[src/rtl/action_queue.sv]
// action_queue: coalescing button/timer event queue feeding a FWFT FIFO.
// Ports: clk, reset_n (async low), enable, flush, btn_* pulses, down_rst,
//   ev_valid/ev_code/ev_ready consumer handshake, count, overflow.
//   Optional bar timer enabled by defining ACTION_QUEUE_BAR_EN.
module action_queue #(
   parameter int QSIZE     = 16,
   parameter int DOWN_TICK = 75_000_000,
   parameter int BAR_TICK  = 500_000_000
) (
   input  logic                   clk,
   input  logic                   reset_n,
   input  logic                   enable,
   input  logic                   flush,
   input  logic                   btn_left,
   input  logic                   btn_right,
   input  logic                   btn_rotate,
   input  logic                   btn_rotate_rev,
   input  logic                   btn_drop,
   input  logic                   btn_hold,
   input  logic                   down_rst,
   output logic                   ev_valid,
   output logic [7:0]             ev_code,
   input  logic                   ev_ready,
   output logic [$clog2(QSIZE):0] count,
   output logic                   overflow
);

   localparam int AW = $clog2(QSIZE);
   localparam int CW = AW + 1;
   localparam int DW = (DOWN_TICK > 1) ? $clog2(DOWN_TICK) : 1;

   // Pending bit index doubles as arbitration priority (higher wins).
   function automatic logic [7:0] code_of(input logic [2:0] idx);
      logic [7:0] c;
      case (idx)
         3'd0:    c = 8'd6;
         3'd1:    c = 8'd5;
         3'd2:    c = 8'd4;
         3'd3:    c = 8'd10;
         3'd4:    c = 8'd9;
         3'd5:    c = 8'd8;
         3'd6:    c = 8'd7;
         default: c = 8'd11;
      endcase
      return c;
   endfunction

   logic [7:0]    mem_q [QSIZE];
   logic [7:0]    mem_d [QSIZE];
   logic [AW-1:0] wr_ptr_q, wr_ptr_d;
   logic [AW-1:0] rd_ptr_q, rd_ptr_d;
   logic [CW-1:0] count_q, count_d;
   logic          ev_valid_q, ev_valid_d;
   logic [7:0]    ev_code_q, ev_code_d;
   logic          overflow_q, overflow_d;
   logic [7:0]    pending_q, pending_d;
   logic [DW-1:0] down_q, down_d;
   logic          down_tick;
   logic          bar_tick;
   logic [7:0]    pulse;
   logic [7:0]    clr;
   logic [2:0]    sel_idx;
   logic          pop;
   logic          wr_en;

`ifdef ACTION_QUEUE_BAR_EN
   localparam int BW = (BAR_TICK > 1) ? $clog2(BAR_TICK) : 1;
   logic [BW-1:0] bar_q, bar_d;

   always_comb begin
      bar_d    = bar_q;
      bar_tick = 1'b0;
      if (enable) begin
         if (bar_q == BW'(BAR_TICK - 1)) begin
            bar_d    = '0;
            bar_tick = 1'b1;
         end else begin
            bar_d = bar_q + 1'b1;
         end
      end
   end

   always_ff @(posedge clk or negedge reset_n) begin
      if (!reset_n) bar_q <= '0;
      else          bar_q <= bar_d;
   end
`else
   logic unused_bar_tick;
   assign unused_bar_tick = ^BAR_TICK;
   assign bar_tick = 1'b0;
`endif

   // Gravity: down_rst wins over a coincident terminal count.
   always_comb begin
      down_d    = down_q;
      down_tick = 1'b0;
      if (down_rst) begin
         down_d = '0;
      end else if (enable) begin
         if (down_q == DW'(DOWN_TICK - 1)) begin
            down_d    = '0;
            down_tick = 1'b1;
         end else begin
            down_d = down_q + 1'b1;
         end
      end
   end

   assign pulse = {bar_tick, btn_drop, btn_hold, btn_rotate,
                   btn_rotate_rev, btn_left, btn_right, down_tick};

   always_comb begin
      sel_idx = 3'd0;
      for (int i = 0; i < 8; i++) begin
         if (pending_q[i]) sel_idx = 3'(i);
      end
   end

   assign pop   = ev_valid_q & ev_ready;
   assign wr_en = enable & (|pending_q) &
                  ((count_q != CW'(QSIZE)) | pop);
   assign clr   = wr_en ? (8'd1 << sel_idx) : 8'd0;

   always_comb begin
      mem_d      = mem_q;
      wr_ptr_d   = wr_ptr_q + AW'(wr_en);
      rd_ptr_d   = rd_ptr_q + AW'(pop);
      count_d    = count_q + CW'(wr_en) - CW'(pop);
      overflow_d = overflow_q;
      pending_d  = '0;
      if (wr_en) mem_d[wr_ptr_q] = code_of(sel_idx);
      if (enable) begin
         // A pulse on an already pending source is dropped, not re-armed.
         pending_d  = (pending_q & ~clr) | (pulse & ~pending_q);
         overflow_d = overflow_q | (|(pulse & pending_q));
      end
      if (flush) begin
         wr_ptr_d   = '0;
         rd_ptr_d   = '0;
         count_d    = '0;
         overflow_d = 1'b0;
         pending_d  = '0;
      end
      ev_valid_d = (count_d != '0);
      ev_code_d  = ev_valid_d ? mem_d[rd_ptr_d] : 8'd0;
   end

   always_ff @(posedge clk or negedge reset_n) begin
      if (!reset_n) begin
         for (int i = 0; i < QSIZE; i++) mem_q[i] <= '0;
         wr_ptr_q   <= '0;
         rd_ptr_q   <= '0;
         count_q    <= '0;
         ev_valid_q <= 1'b0;
         ev_code_q  <= '0;
         overflow_q <= 1'b0;
         pending_q  <= '0;
         down_q     <= '0;
      end else begin
         mem_q      <= mem_d;
         wr_ptr_q   <= wr_ptr_d;
         rd_ptr_q   <= rd_ptr_d;
         count_q    <= count_d;
         ev_valid_q <= ev_valid_d;
         ev_code_q  <= ev_code_d;
         overflow_q <= overflow_d;
         pending_q  <= pending_d;
         down_q     <= down_d;
      end
   end

   assign ev_valid = ev_valid_q;
   assign ev_code  = ev_code_q;
   assign count    = count_q;
   assign overflow = overflow_q;

endmodule

[config.mk]
export PLATFORM = sky130hd
export DESIGN_NAME = action_queue
export DESIGN_NICKNAME = d
export VERILOG_FILES = /design/src/rtl/action_queue.sv
export SDC_FILE = /design/constraint.sdc
export NUM_CORES = 1
export LEC_CHECK = 0
export BUFFER_PORTS_ARGS = -buffer_cell sky130_fd_sc_hd__buf_2
export CORE_UTILIZATION = 35
export DETAILED_ROUTE_END_ITERATION = 6
export PLACE_DENSITY_LB_ADDON = 0.08
export SLEW_MARGIN = 10
export SYNTH_ARGS = -nofsm -noshare
export SYNTH_HDL_FRONTEND = slang
export SYNTH_SLANG_ARGS = --single-unit
[constraint.sdc]
create_clock -name clk -period 6 [get_ports clk]
set_input_delay 1.2 -clock clk [delete_from_list [all_inputs] [get_ports clk]]
set_output_delay 1.2 -clock clk [all_outputs]
set_load 0.02 [all_outputs]
==> run_summary.xml <==
<?xml version="1.0" encoding="UTF-8"?>
<metrics>
  <group name="clock_network">
    <metric name="clk_root_buffer_cell" unit="">sky130_fd_sc_hd__clkbuf_16</metric>
    <metric name="cts-buffers-inserted" unit="">17</metric>
    <metric name="max_h_tree_level" unit="">4</metric>
    <metric name="postCtsSetupRepairBufs" unit="">0</metric>
    <metric name="clock_sink_count" unit="">186</metric>
    <metric name="cts.clk_slew.worst_paths" unit="ps">80</metric>
    <metric name="cts_buffer_depth" unit="">2</metric>
    <metric name="worstSkewPairLatency" unit="ps">440</metric>
    <metric name="cts.hold.buffers_added" unit="">0</metric>
    <metric name="cts_resized" unit="">0</metric>
    <metric name="tritoncts" unit="">done</metric>
  </group>
  <group name="sta">
    <metric name="worstMarginPinSlew" unit="ps">882</metric>
    <metric name="max_clock_freq" unit="MHz">222</metric>
    <metric name="skew" unit="ps">14.4</metric>
    <metric name="layout_worst_path_cycle_share" unit="">0.749</metric>
    <metric name="hold_viol_final" unit="">0</metric>
    <metric name="setup-violations-final" unit="">0</metric>
    <metric name="setup_repair_after_global_routing_missed_its_margin" unit="">no</metric>
    <metric name="final_period_demand_of_the_worst_path" unit="ps">4490</metric>
    <metric name="final_layout_setup_total_negative_slack" unit="ps">0</metric>
    <metric name="max-slew-margin-rel" unit="">0.411</metric>
    <metric name="final_max_slew_viol_count" unit="">0</metric>
  </group>
  <group name="global_routing">
    <metric name="initial_antenna_violation_count" unit="">0</metric>
    <metric name="grt_first_pass_wirelength" unit="mm">43.8</metric>
    <metric name="grt_start_max_net_pins" unit="">109</metric>
    <metric name="gr-total-overflow" unit="">0</metric>
    <metric name="first_global_vias" unit="">7015</metric>
    <metric name="track_usage" unit="">0.216</metric>
  </group>
  <group name="hold_path">
    <metric name="worst_hold_path_type" unit="">reg -&gt; reg</metric>
    <metric name="hp-start" unit="">mem_q[34]</metric>
  </group>
  <group name="synthesis">
    <metric name="netlist_top_cells_count" unit="">sky130_fd_sc_hd__dfrtp_1 (186), sky130_fd_sc_hd__nor2_1 (91), sky130_fd_sc_hd__nand2_1 (74), sky130_fd_sc_hd__nand3_1 (74), sky130_fd_sc_hd__and2_1 (64)</metric>
    <metric name="post-synth-top-area-fraction" unit="">0.502</metric>
    <metric name="dominant_cell_by_count_in_the_synthesized_netlist" unit="">sky130_fd_sc_hd__dfrtp_1</metric>
    <metric name="synth_cell_types" unit="">77</metric>
    <metric name="synthFlopType" unit="">sky130_fd_sc_hd__dfrtp_1</metric>
    <metric name="synth_fp_nets" unit="">989</metric>
    <metric name="synth.area.top_cells" unit="">sky130_fd_sc_hd__dfrtp_1 (50%), sky130_fd_sc_hd__and2_1 (4.3%), sky130_fd_sc_hd__nand3_1 (4.0%)</metric>
    <metric name="yosys_warnings" unit="">0</metric>
    <metric name="post_synth_instance_area" unit="mm²">0.00927</metric>
    <metric name="synth_async_sr_flop_share" unit="">1.00</metric>
    <metric name="synth_seq_area_share" unit="">0.502</metric>
    <metric name="number_of_flops_mapped_to_enable_cells_by_yosys" unit="">0</metric>
    <metric name="syn-instance-count" unit="">965</metric>
    <metric name="synth-seq-cells" unit="">186</metric>
    <metric name="post_synth.cell_area_avg" unit="µm²">9.60</metric>
    <metric name="synth.largest_area_cell" unit="">sky130_fd_sc_hd__dfrtp_1</metric>
  </group>
  <group name="setup_path">
    <metric name="setup.worst_path.start" unit="">pending_q[5]</metric>
    <metric name="critical_path.max_stage_delay" unit="ps">570</metric>
    <metric name="crit_buf_inv" unit="">1</metric>
    <metric name="crit-reg2reg-launch" unit="">pending_q[5]</metric>
    <metric name="timing.critical_path.from_type" unit="">flip-flop</metric>
    <metric name="cpLargestDelayFamily" unit="">simple AND/OR/NAND/NOR gates</metric>
    <metric name="cp_data_arrival_time" unit="ps">4850</metric>
    <metric name="timing.critical_path.to_type" unit="">flip-flop</metric>
    <metric name="worst_path_max_delay_cell" unit="">sky130_fd_sc_hd__or4_4</metric>
    <metric name="crit_fanout" unit="">11</metric>
    <metric name="critPathKind" unit="">reg -&gt; reg</metric>
    <metric name="cp_data_required_time" unit="ps">6350</metric>
    <metric name="path_cells" unit="">or4_4 -&gt; nor4b_4 -&gt; nor2_1 -&gt; nand2_1 -&gt; ha_1 -&gt; inv_1 -&gt; ha_1 -&gt; fa_1 -&gt; a21oi_1 -&gt; o21bai_1 -&gt; xnor2_1 -&gt; a41oi_1 -&gt; nand2_1 -&gt; or4_1 -&gt; o211ai_1</metric>
  </group>
  <group name="routing">
    <metric name="avgViaCountPerCell" unit="">5.49</metric>
    <metric name="route.detailed.drc" unit="">0</metric>
    <metric name="number_of_iterations_in_the_first_detailed_routing_pass" unit="">4</metric>
    <metric name="drtIter0Drc" unit="">554</metric>
    <metric name="wl_cell" unit="µm">20.8</metric>
    <metric name="vias" unit="">7192</metric>
    <metric name="antenna_violating_nets_post_route" unit="">0</metric>
    <metric name="wl" unit="mm">27.3</metric>
  </group>
  <group name="power">
    <metric name="static-leakage-power" unit="nW">4.68</metric>
    <metric name="power_density" unit="mW/mm²">328</metric>
    <metric name="max_vdd_drop" unit="mV">0.180</metric>
    <metric name="finalPower" unit="mW">3.36</metric>
  </group>
  <group name="cells_and_area">
    <metric name="multi_input_area" unit="mm²">0.00423</metric>
    <metric name="n_antenna_cell" unit="">0</metric>
    <metric name="fin_nets" unit="">986</metric>
    <metric name="filler_cell_count" unit="">2593</metric>
    <metric name="ff_latch_area" unit="mm²">0.00465</metric>
    <metric name="area_growth_syn_to_layout" unit="%">10.8</metric>
    <metric name="post_route_cells_drive_above_1_share" unit="">0.110</metric>
  </group>
  <group name="job">
    <metric name="max_cap_viol_count" unit="">0</metric>
  </group>
  <group name="floorplanning">
    <metric name="starting_density" unit="">0.357</metric>
    <metric name="die_area" unit="mm²">0.0271</metric>
    <metric name="core_area" unit="mm²">0.0260</metric>
    <metric name="core.rowCount" unit="">59</metric>
    <metric name="die_h" unit="µm">165</metric>
    <metric name="chipWidth" unit="µm">165</metric>
    <metric name="pin_count" unit="">27</metric>
  </group>
  <group name="placed_design">
    <metric name="finalWeightedCongestion" unit="">0.805</metric>
    <metric name="portBuffers" unit="">26</metric>
    <metric name="dp_hpwl" unit="mm">18.3</metric>
  </group>
  <group name="run_status">
    <metric name="status" unit="">complete, no violations</metric>
  </group>
</metrics>
[cell families (layout without fill, tap and decap cells)]
family	Yosys count	count (layout)	synth area share
AO/OA/AOI/OAI	206	206	0.148
multiplexers	24	24	0.0278
flip-flops	186	186	0.502
adder cells (fa/ha/maj)	12	12	0.0170
AND/OR/NAND/NOR	420	420	0.242
XOR/XNOR	22	22	0.0208
buffers and inverters	95	105	0.0421
[layout by cell type (no fill, tap or decap), types with 12 or more instances in the layout]
cell type and count:
sky130_fd_sc_hd__mux2_2 14, sky130_fd_sc_hd__and2_1 64, sky130_fd_sc_hd__nor3_1 17, sky130_fd_sc_hd__inv_1 29, sky130_fd_sc_hd__dfrtp_1 186, sky130_fd_sc_hd__a31oi_1 13
sky130_fd_sc_hd__nand4_1 16, sky130_fd_sc_hd__a21oi_1 50, sky130_fd_sc_hd__clkbuf_16 17, sky130_fd_sc_hd__nor2_1 91, sky130_fd_sc_hd__o21ai_0 47, sky130_fd_sc_hd__nor2b_1 14
sky130_fd_sc_hd__nand2_1 74, sky130_fd_sc_hd__xor2_1 12, sky130_fd_sc_hd__buf_2 25, sky130_fd_sc_hd__nand3_1 74, sky130_fd_sc_hd__buf_4 16
[stage by stage]
stage | instance area (µm²) | hold slack, ps | setup WS (ps) | cells | utilization
floorplan | 9270 | 422 | 1240 | 965 | -
global placement | 9690 | 453 | 1170 | 1278 | 0.373
detailed placement | 9690 | 463 | 1090 | 1278 | 0.373
CTS | 10300 | 480 | 1480 | 1310 | 0.395
global route | 10300 | 494 | 1220 | 1310 | 0.395
finish | 10300 | 482 | 1510 | 1310 | 0.395
[layout make-up]
type                       instances  area share
sequential                       186       0.453
clock inverter                    15      0.0147
multi-input combinational        684       0.412
tap                              335      0.0408
clock buffer                      17      0.0414
timing repair buffer              43      0.0272
inverter                          30      0.0110
[flip-flops by register name (all words and copies together) (netlist names)]
signal	cells
mem_q	128
down_q	27
ev_code	8
pending_q	8
count	5
rd_ptr_q	4
wr_ptr_q	4
ev_valid	1
overflow	1
[worst register-to-register path, cell delays in order, from the launching register on]
cell and delay (ps):
sky130_fd_sc_hd__dfrtp_1 500, sky130_fd_sc_hd__or4_4 570, sky130_fd_sc_hd__nor4b_4 460, sky130_fd_sc_hd__nor2_1 100, sky130_fd_sc_hd__nand2_1 140, sky130_fd_sc_hd__ha_1 130
sky130_fd_sc_hd__inv_1 40, sky130_fd_sc_hd__ha_1 200, sky130_fd_sc_hd__fa_1 400, sky130_fd_sc_hd__a21oi_1 170, sky130_fd_sc_hd__o21bai_1 90, sky130_fd_sc_hd__xnor2_1 150
sky130_fd_sc_hd__a41oi_1 530, sky130_fd_sc_hd__nand2_1 280, sky130_fd_sc_hd__or4_1 560, sky130_fd_sc_hd__o211ai_1 100
[path summary, 6_finish.rpt]
check,endpoint,slack (ps),cells after the start
max in group asynchronous,mem_q[117],4180,2
min reg2reg,mem_q[34],480,2
max reg2reg,ev_code[4],1510,15
min,mem_q[34],480,2
max,ev_code[4],1510,15
min in group asynchronous,down_q[21],750,1
[per-layer routing]
metal	vias to the layer above	part of all wire	GRT usage
li1	3459	-	-
met1	3564	0.52	0.335
met2	152	0.43	0.312
met3	17	0.040	0.0362
met4	0	0.0092	0.0413
met5	-	0	0
[power by group]
part           total (mW)  switching (mW)  internal, mW  leakage, nW
Clock                1.14           0.579         0.556        0.276
Combinational       0.823           0.558         0.265         1.86
Sequential           1.41          0.0671          1.34         2.54
Total                3.36            1.20          2.16         4.68
Power figures use the tool's default switching activity.
